## config.mk

```make
export PLATFORM = sky130hd
export DESIGN_NAME = suspi_cmd_rx
export DESIGN_NICKNAME = d
export VERILOG_FILES = /design/src/rtl/suspi_cmd_rx.sv
export SDC_FILE = /design/constraint.sdc
export NUM_CORES = 1
export LEC_CHECK = 0
export ABC_CLOCK_PERIOD_IN_PS = 16100
export BUFFER_PORTS_ARGS = -buffer_cell sky130_fd_sc_hd__buf_2
export CORE_MARGIN = 5
export CORE_UTILIZATION = 30
export CTS_CLUSTER_DIAMETER = 100
export CTS_CLUSTER_SIZE = 12
export DETAILED_ROUTE_END_ITERATION = 7
export SYNTH_ARGS = -nofsm -noshare
export SYNTH_HDL_FRONTEND = slang
export SYNTH_SLANG_ARGS = --single-unit
```

## constraint.sdc

```tcl
create_clock -name bb_clk_in -period 16.1 [get_ports bb_clk_in]
set_input_delay 3.22 -clock bb_clk_in [delete_from_list [all_inputs] [get_ports bb_clk_in]]
set_output_delay 3.22 -clock bb_clk_in [all_outputs]
set_load 0.03 [all_outputs]
```

## src/rtl/suspi_cmd_rx.sv

```systemverilog
// suspi_cmd_rx - command-side receiver of the SUSPI link.
//
// Deserialises 11-bit frames (start, d0..d7 LSB first, odd parity, stop)
// from COM1 and assembles them into command packets:
//   MARKER, flag, len[15:8], len[7:0], len payload bytes, crc[15:8], crc[7:0]
// CRC is CRC-16/CCITT-FALSE (poly 0x1021, init 0xFFFF, no reflection, no
// final XOR) over everything from the marker to the last payload byte.
//
// Ports
//   bb_clk_in      in   system clock (CLKS_PER_BIT cycles per SUSPI bit)
//   rst_h          in   asynchronous active-high reset
//   COM1           in   serial command line, idles high, asynchronous
//   busy           out  high from an accepted marker until packet end/abort
//   pay_data       out  payload byte, qualified by pay_valid
//   pay_valid      out  1-cycle payload strobe
//   cmd_valid      out  1-cycle strobe: packet complete with a good CRC
//   cmd_flag       out  flag byte of the last good packet
//   cmd_len        out  length field of the last good packet
//   err            out  1-cycle error strobes {to, len, crc, mrk, frm, par}
//   dbg_bit_state  out  bit engine state (IDLE=0, START, BITS, STOP)
//   dbg_pkt_state  out  packet FSM state (P_MARK=0 .. P_CRCL=6)
//
// Handshake: every output strobe (pay_valid, cmd_valid, err) is a single-cycle
// valid with no ready; the consumer must take it in that cycle. pay_valid
// pulses are at least 11 bit times apart. Payload strobed before an abort or
// a CRC error is not retracted; the consumer drops it unless cmd_valid follows.

module suspi_cmd_rx #(
  parameter int          CLKS_PER_BIT = 12,
  parameter logic [7:0]  MARKER       = 8'hA5,
  parameter int          MAX_LEN      = 2032,
  parameter int          TIMEOUT_CLKS = 480
) (
  input  logic        bb_clk_in,
  input  logic        rst_h,
  input  logic        COM1,
  output logic        busy,
  output logic [7:0]  pay_data,
  output logic        pay_valid,
  output logic        cmd_valid,
  output logic [7:0]  cmd_flag,
  output logic [15:0] cmd_len,
  output logic [5:0]  err,
  output logic [1:0]  dbg_bit_state,
  output logic [2:0]  dbg_pkt_state
);

  localparam int CW = $clog2(CLKS_PER_BIT);
  localparam int TW = $clog2(TIMEOUT_CLKS + 1);

  // ---------------------------------------------------------------------------
  // Synchroniser and start-edge detection
  // ---------------------------------------------------------------------------
  logic       s1, s2, s2_d;
  logic [1:0] fill;
  logic       armed;
  logic       fall;

  // The synchroniser resets to 1, so if the line is already low at reset the
  // first real sample would look like a falling edge. 'fill' marks when s2
  // carries a genuine line sample; 'armed' is set only once that sample is
  // high, so a start needs a real rising edge followed by a falling edge.
  always_ff @(posedge bb_clk_in or posedge rst_h) begin
    if (rst_h) begin
      s1    <= 1'b1;
      s2    <= 1'b1;
      s2_d  <= 1'b1;
      fill  <= 2'b00;
      armed <= 1'b0;
    end else begin
      s1   <= COM1;
      s2   <= s1;
      s2_d <= s2;
      fill <= {fill[0], 1'b1};
      if (fill[1] && s2) armed <= 1'b1;
    end
  end

  assign fall = armed & s2_d & ~s2;

  // ---------------------------------------------------------------------------
  // Bit engine
  // ---------------------------------------------------------------------------
  typedef enum logic [1:0] {IDLE, START, BITS, STOP} bit_state_t;

  bit_state_t    bst;
  logic [CW-1:0] bcnt;
  logic [3:0]    bidx;
  logic [8:0]    sh;          // {parity, d7..d0} once all 9 bits are in
  logic          byte_rdy;
  logic [7:0]    byte_data;
  logic          byte_par_err;
  logic          byte_frm_err;

  always_ff @(posedge bb_clk_in or posedge rst_h) begin
    if (rst_h) begin
      bst          <= IDLE;
      bcnt         <= '0;
      bidx         <= 4'd0;
      sh           <= 9'd0;
      byte_rdy     <= 1'b0;
      byte_data    <= 8'd0;
      byte_par_err <= 1'b0;
      byte_frm_err <= 1'b0;
    end else begin
      byte_rdy     <= 1'b0;
      byte_par_err <= 1'b0;
      byte_frm_err <= 1'b0;
      case (bst)
        IDLE: begin
          if (fall) begin
            bst  <= START;
            bcnt <= CW'(CLKS_PER_BIT / 2 - 1);
          end
        end
        START: begin
          if (bcnt == '0) begin
            // Still low at mid start bit: real frame. Otherwise a glitch,
            // dropped silently.
            if (!s2) begin
              bst  <= BITS;
              bcnt <= CW'(CLKS_PER_BIT - 1);
              bidx <= 4'd0;
            end else begin
              bst <= IDLE;
            end
          end else begin
            bcnt <= bcnt - CW'(1);
          end
        end
        BITS: begin
          if (bcnt == '0) begin
            sh   <= {s2, sh[8:1]};
            bcnt <= CW'(CLKS_PER_BIT - 1);
            if (bidx == 4'd8) bst <= STOP;
            else              bidx <= bidx + 4'd1;
          end else begin
            bcnt <= bcnt - CW'(1);
          end
        end
        STOP: begin
          if (bcnt == '0) begin
            // Back to IDLE at mid stop bit so a zero-idle next start edge
            // is caught.
            bst          <= IDLE;
            byte_rdy     <= 1'b1;
            byte_data    <= sh[7:0];
            byte_par_err <= ~(^sh);
            byte_frm_err <= ~s2;
          end else begin
            bcnt <= bcnt - CW'(1);
          end
        end
        default: bst <= IDLE;
      endcase
    end
  end

  // ---------------------------------------------------------------------------
  // CRC-16/CCITT-FALSE, one byte per call
  // ---------------------------------------------------------------------------
  function automatic logic [15:0] crc16_byte(input logic [15:0] c, input logic [7:0] d);
    logic [15:0] r;
    r = c ^ {d, 8'h00};
    for (int i = 0; i < 8; i++) begin
      r = r[15] ? ((r << 1) ^ 16'h1021) : (r << 1);
    end
    return r;
  endfunction

  // ---------------------------------------------------------------------------
  // Packet FSM
  // ---------------------------------------------------------------------------
  typedef enum logic [2:0] {P_MARK, P_FLAG, P_LENH, P_LENL, P_DATA, P_CRCH, P_CRCL} pkt_state_t;

  pkt_state_t    pst;
  logic [15:0]   crc_q;
  logic [7:0]    flag_q;
  logic [7:0]    lenh_q;
  logic [15:0]   len_q;
  logic [15:0]   dcnt;
  logic [7:0]    crch_q;
  logic [TW-1:0] to_cnt;
  logic [15:0]   crc_next;
  logic [15:0]   len_rx;

  assign crc_next = crc16_byte(crc_q, byte_data);
  assign len_rx   = {lenh_q, byte_data};

  always_ff @(posedge bb_clk_in or posedge rst_h) begin
    if (rst_h) begin
      pst       <= P_MARK;
      crc_q     <= 16'hFFFF;
      flag_q    <= 8'd0;
      lenh_q    <= 8'd0;
      len_q     <= 16'd0;
      dcnt      <= 16'd0;
      crch_q    <= 8'd0;
      to_cnt    <= '0;
      busy      <= 1'b0;
      pay_data  <= 8'd0;
      pay_valid <= 1'b0;
      cmd_valid <= 1'b0;
      cmd_flag  <= 8'd0;
      cmd_len   <= 16'd0;
      err       <= 6'd0;
    end else begin
      pay_valid <= 1'b0;
      cmd_valid <= 1'b0;
      err       <= 6'd0;
      if (byte_rdy) begin
        // A byte result always wins over a timeout in the same cycle.
        to_cnt <= '0;
        if (byte_par_err || byte_frm_err) begin
          err  <= byte_par_err ? 6'b000001 : 6'b000010;
          pst  <= P_MARK;
          busy <= 1'b0;
        end else begin
          case (pst)
            P_MARK: begin
              if (byte_data == MARKER) begin
                crc_q <= crc16_byte(16'hFFFF, MARKER);
                pst   <= P_FLAG;
                busy  <= 1'b1;
              end else begin
                err <= 6'b000100;
              end
            end
            P_FLAG: begin
              flag_q <= byte_data;
              crc_q  <= crc_next;
              pst    <= P_LENH;
            end
            P_LENH: begin
              lenh_q <= byte_data;
              crc_q  <= crc_next;
              pst    <= P_LENL;
            end
            P_LENL: begin
              crc_q <= crc_next;
              len_q <= len_rx;
              dcnt  <= len_rx;
              if (len_rx > 16'(MAX_LEN)) begin
                err  <= 6'b010000;
                pst  <= P_MARK;
                busy <= 1'b0;
              end else if (len_rx == 16'd0) begin
                pst <= P_CRCH;
              end else begin
                pst <= P_DATA;
              end
            end
            P_DATA: begin
              pay_data  <= byte_data;
              pay_valid <= 1'b1;
              crc_q     <= crc_next;
              dcnt      <= dcnt - 16'd1;
              if (dcnt == 16'd1) pst <= P_CRCH;
            end
            P_CRCH: begin
              crch_q <= byte_data;
              pst    <= P_CRCL;
            end
            P_CRCL: begin
              if ({crch_q, byte_data} == crc_q) begin
                cmd_valid <= 1'b1;
                cmd_flag  <= flag_q;
                cmd_len   <= len_q;
              end else begin
                err <= 6'b001000;
              end
              pst  <= P_MARK;
              busy <= 1'b0;
            end
            default: begin
              pst  <= P_MARK;
              busy <= 1'b0;
            end
          endcase
        end
      end else if (pst != P_MARK) begin
        if (to_cnt == TW'(TIMEOUT_CLKS - 1)) begin
          err    <= 6'b100000;
          pst    <= P_MARK;
          busy   <= 1'b0;
          to_cnt <= '0;
        end else begin
          to_cnt <= to_cnt + TW'(1);
        end
      end else begin
        to_cnt <= '0;
      end
    end
  end

  assign dbg_bit_state = bst;
  assign dbg_pkt_state = pst;

endmodule

```

==> run summary <==
Initial antenna violation count - 1
Drt total wl - 16400 microns
Crit path max fanout - 14
Reg2reg start - dbg_pkt_state[0]
MaxCap Viol Count - 0
Largest net degree at the start of global routing - 90
Pwr dens - 108 nW/um^2
Die ar. - 28900 sq um
CTS sink cnt - 161
Layout cells sized above 1 - 24.5%
N_diodes - 0
Reg2Reg Depth - 5
Register area share after synthesis - 52.8%
DRT antenna net count - 0
Max-Slew Margin vs Limit - 38.6%
P_leak - 4.19 nW
Gate Count Post-Synth - 689
Drc violations - 0
Metal3 WL - 618 microns
1st-iter DRT viols - 337
Final Hold Vio Count - 0
CTS Root Cell - clkbuf_16
Via Count - 5080
Design area - 8700 sq um
Yosys top cell by area - dfrtp_1
Crit-path leading delay family - flip-flops
Core area - 25200 sq um
Dominant cells by area after synthesis - dfrtp_1, nand2_1, dfstp_2
DR WL met2 - 7780 microns
Pre-CTS setup slack - 11140 ps
Vias in the first global route - 5183
Worst hold start - fill[0]
Fin crit share - 28.6%
Yosys reg bits - 161
Routed vias/inst - 4.74
CP arrival - 1380 ps
Syn nets - 704
Worst Path Required - 12880 ps
GRT overflow - 0
Synthesized area - 7670 sq um
Fillers - 2513
Top_reg_cell synth - dfrtp_1
Count leader, synth - dfrtp_1
Critical path class - flip-flop to output pin
Hold buffer count at cts - 0
Post-synth top area share - 46.3%
Worst-path cell chain - buf_2
Uppermost layer routed - met5
Final Util - 34.6%
Clock power frac - 41.0%
Nets@finish - 744
Skew final - 7.70 ps
Synth top cells by count - dfrtp_1, nand2_1, xnor2_1, mux2_2, nor2_1
Area grow syn2layout - 13.4%
P_sw - 0.000260 W
Avg Inst Size Synth - 11.1 sq um
CP max-delay cell - dfrtp_1
Final-report setup violation count - 0
RePlAce Congestion - 0.816
Status - finished clean
Postcts setup bufs - 0
CTS buffer count - 17
Setup ws final - 11500 ps
Clk buf depth - 2
Std-Cell Rows - 58
Buffers on Ports - 48
Tmin final - 4600 ps
H-Tree Level Count - 4
Fin. max-slew vios - 0
First-pass GRT wire length - 27600 microns
Cell Int Power - 0.000677 W
Hold_ws - 352 ps
Max incr delay on CP - 640 ps
Syn. warnings - 0
Hold depth - 0
Type of destination of the critical path - output pin
Die X - 170 microns
TritonCTS clock tree - built
Asr flop ratio synth - 100%
Buf+Inv Stages, Crit Path - 1
Detailed Place HPWL - 11300 microns
Starting density of the core - 30.5%
Comb pwr share - 12.5%
Worst Hold End - fill[1]
Reg-to-reg setup timing slack - 13200 ps
DIE HEIGHT - 170 microns
Post_cts resized - 0
Max Clk Rate - 0.217 GHz
Clock transition at path regs - 60 ps
Worst-skew pair later-pin latency - 430 ps
Boundary Pins - 49
Placed cell area - 8140 sq um
Flop pwr share - 46.5%
Synth unique cells - 74
HP Class - flip-flop to flip-flop
M1 WL - 7610 microns
Crit start category - flip-flop
Max VDD drop - 0.0698 mV
DR pass1 iterations - 4
Tightest Pin Transition - 921 ps
Total GRT Usage - 11.9%
Post-synth EDFFs - 0
Crit Reg-Reg Endpoint - dcnt[0]
Setup TNS - 0 ps
Unrepaired setup endpoints after global routing - no
Routed WL per cell - 15.3 microns
Switching share of power - 27.7%
==> registers in the layout (all words and copies together) (netlist names), 2 cells and up, named ones only <==
name and count:
dcnt 16, dbg_pkt_state 3, pay_data 8, sh 9, cmd_flag 8, bidx 4
byte_data 8, len_q 16, to_cnt 9, fill 2, bcnt 4, err 6
crc_q 16, crch_q 8, lenh_q 8, flag_q 8, cmd_len 16
==> area by class of cell <==
type | count | area (sq um) | area share (%)
inverters | 16 | 65.1 | 0.748
repair buffers | 51 | 263 | 3.02
flip-flops and latches | 161 | 4050 | 46.6
multi-input cells | 482 | 3350 | 38.5
clock inverters | 14 | 129 | 1.48
well taps | 330 | 413 | 4.74
clock buffers | 18 | 429 | 4.93
==> metrics by stage <==
| step | std cells | total power, W |
|---|---|---|
| floorplan | 689 | 0.000533 |
| global placement | 1040 | 0.000559 |
| detailed placement | 1040 | 0.000561 |
| CTS | 1072 | 0.000949 |
| global route | 1072 | 0.000984 |
| finish | 1072 | 0.000937 |
==> cell families (layout without fill, tap and decap cells) <==
| logic type | count (synthesis) | after routing | synth area share [%] |
|---|---|---|---|
| other cells | 1 | 1 | 0.0489 |
| mux | 64 | 64 | 10.2 |
| compound gates | 85 | 85 | 8.07 |
| xor+xnor | 56 | 56 | 6.39 |
| flops | 161 | 161 | 52.8 |
| fa+ha+maj | 12 | 12 | 1.96 |
| buf+inv | 46 | 99 | 3.52 |
| simple gates | 264 | 264 | 16.9 |
==> per-layer routing <==
layer  GRT usage (%)  vias up
met5               0        -
li1                -     2444
met3            3.02       34
met2            19.0       82
met1            15.8     2518
met4            4.38        2
==> worst register-to-register path: stages (launching register included) <==
cell and delay, ps:
dfrtp_1 550, nor4b_2 520, nand2_1 540, inv_1 580, nor2_1 250, a221o_1 350
==> placed cells by master, fill, tap and decap left out, drive strengths merged, types with 5 or more instances in the layout <==
master	n
a32oi	7
inv	19
a21oi	10
buf	51
nand2b	5
nor2	39
xor2	12
nor3b	6
nand2	138
nor3	12
ha	12
dfstp	19
o21ai	29
nand3	20
clkbuf	18
dfrtp	142
o22a	6
mux2	58
mux2i	6
clkinv	7
nor4	5
nor2b	5
nand4	8
xnor2	44
==> worst max path at each step <==
stage	slack [ps]	start	to	depth (start not counted)
3_3_place_gp	11160	rst_h	dcnt[14]	3
2_1_floorplan	8560	rst_h	asynchronous set/reset pin	1
4_1_cts	11480	dbg_pkt_state[0]	dbg_pkt_state[0]	1
6_report	11500	dbg_pkt_state[0]	dbg_pkt_state[0]	1
3_5_place_dp	11140	rst_h	len_q[13]	3
5_1_grt	11390	rst_h	dcnt[6]	3
==> power by group through the flow <==
stage	Sequential, W	Combinational, W	Clock, W
after floorplan	0.000441	0.0000917	0
after detailed placement	0.000443	0.000118	0
after global routing	0.000438	0.000134	0.000411
final	0.000436	0.000117	0.000385
after global placement	0.000443	0.000116	0
after CTS	0.000436	0.000118	0.000395
Power figures use the tool's default switching activity.
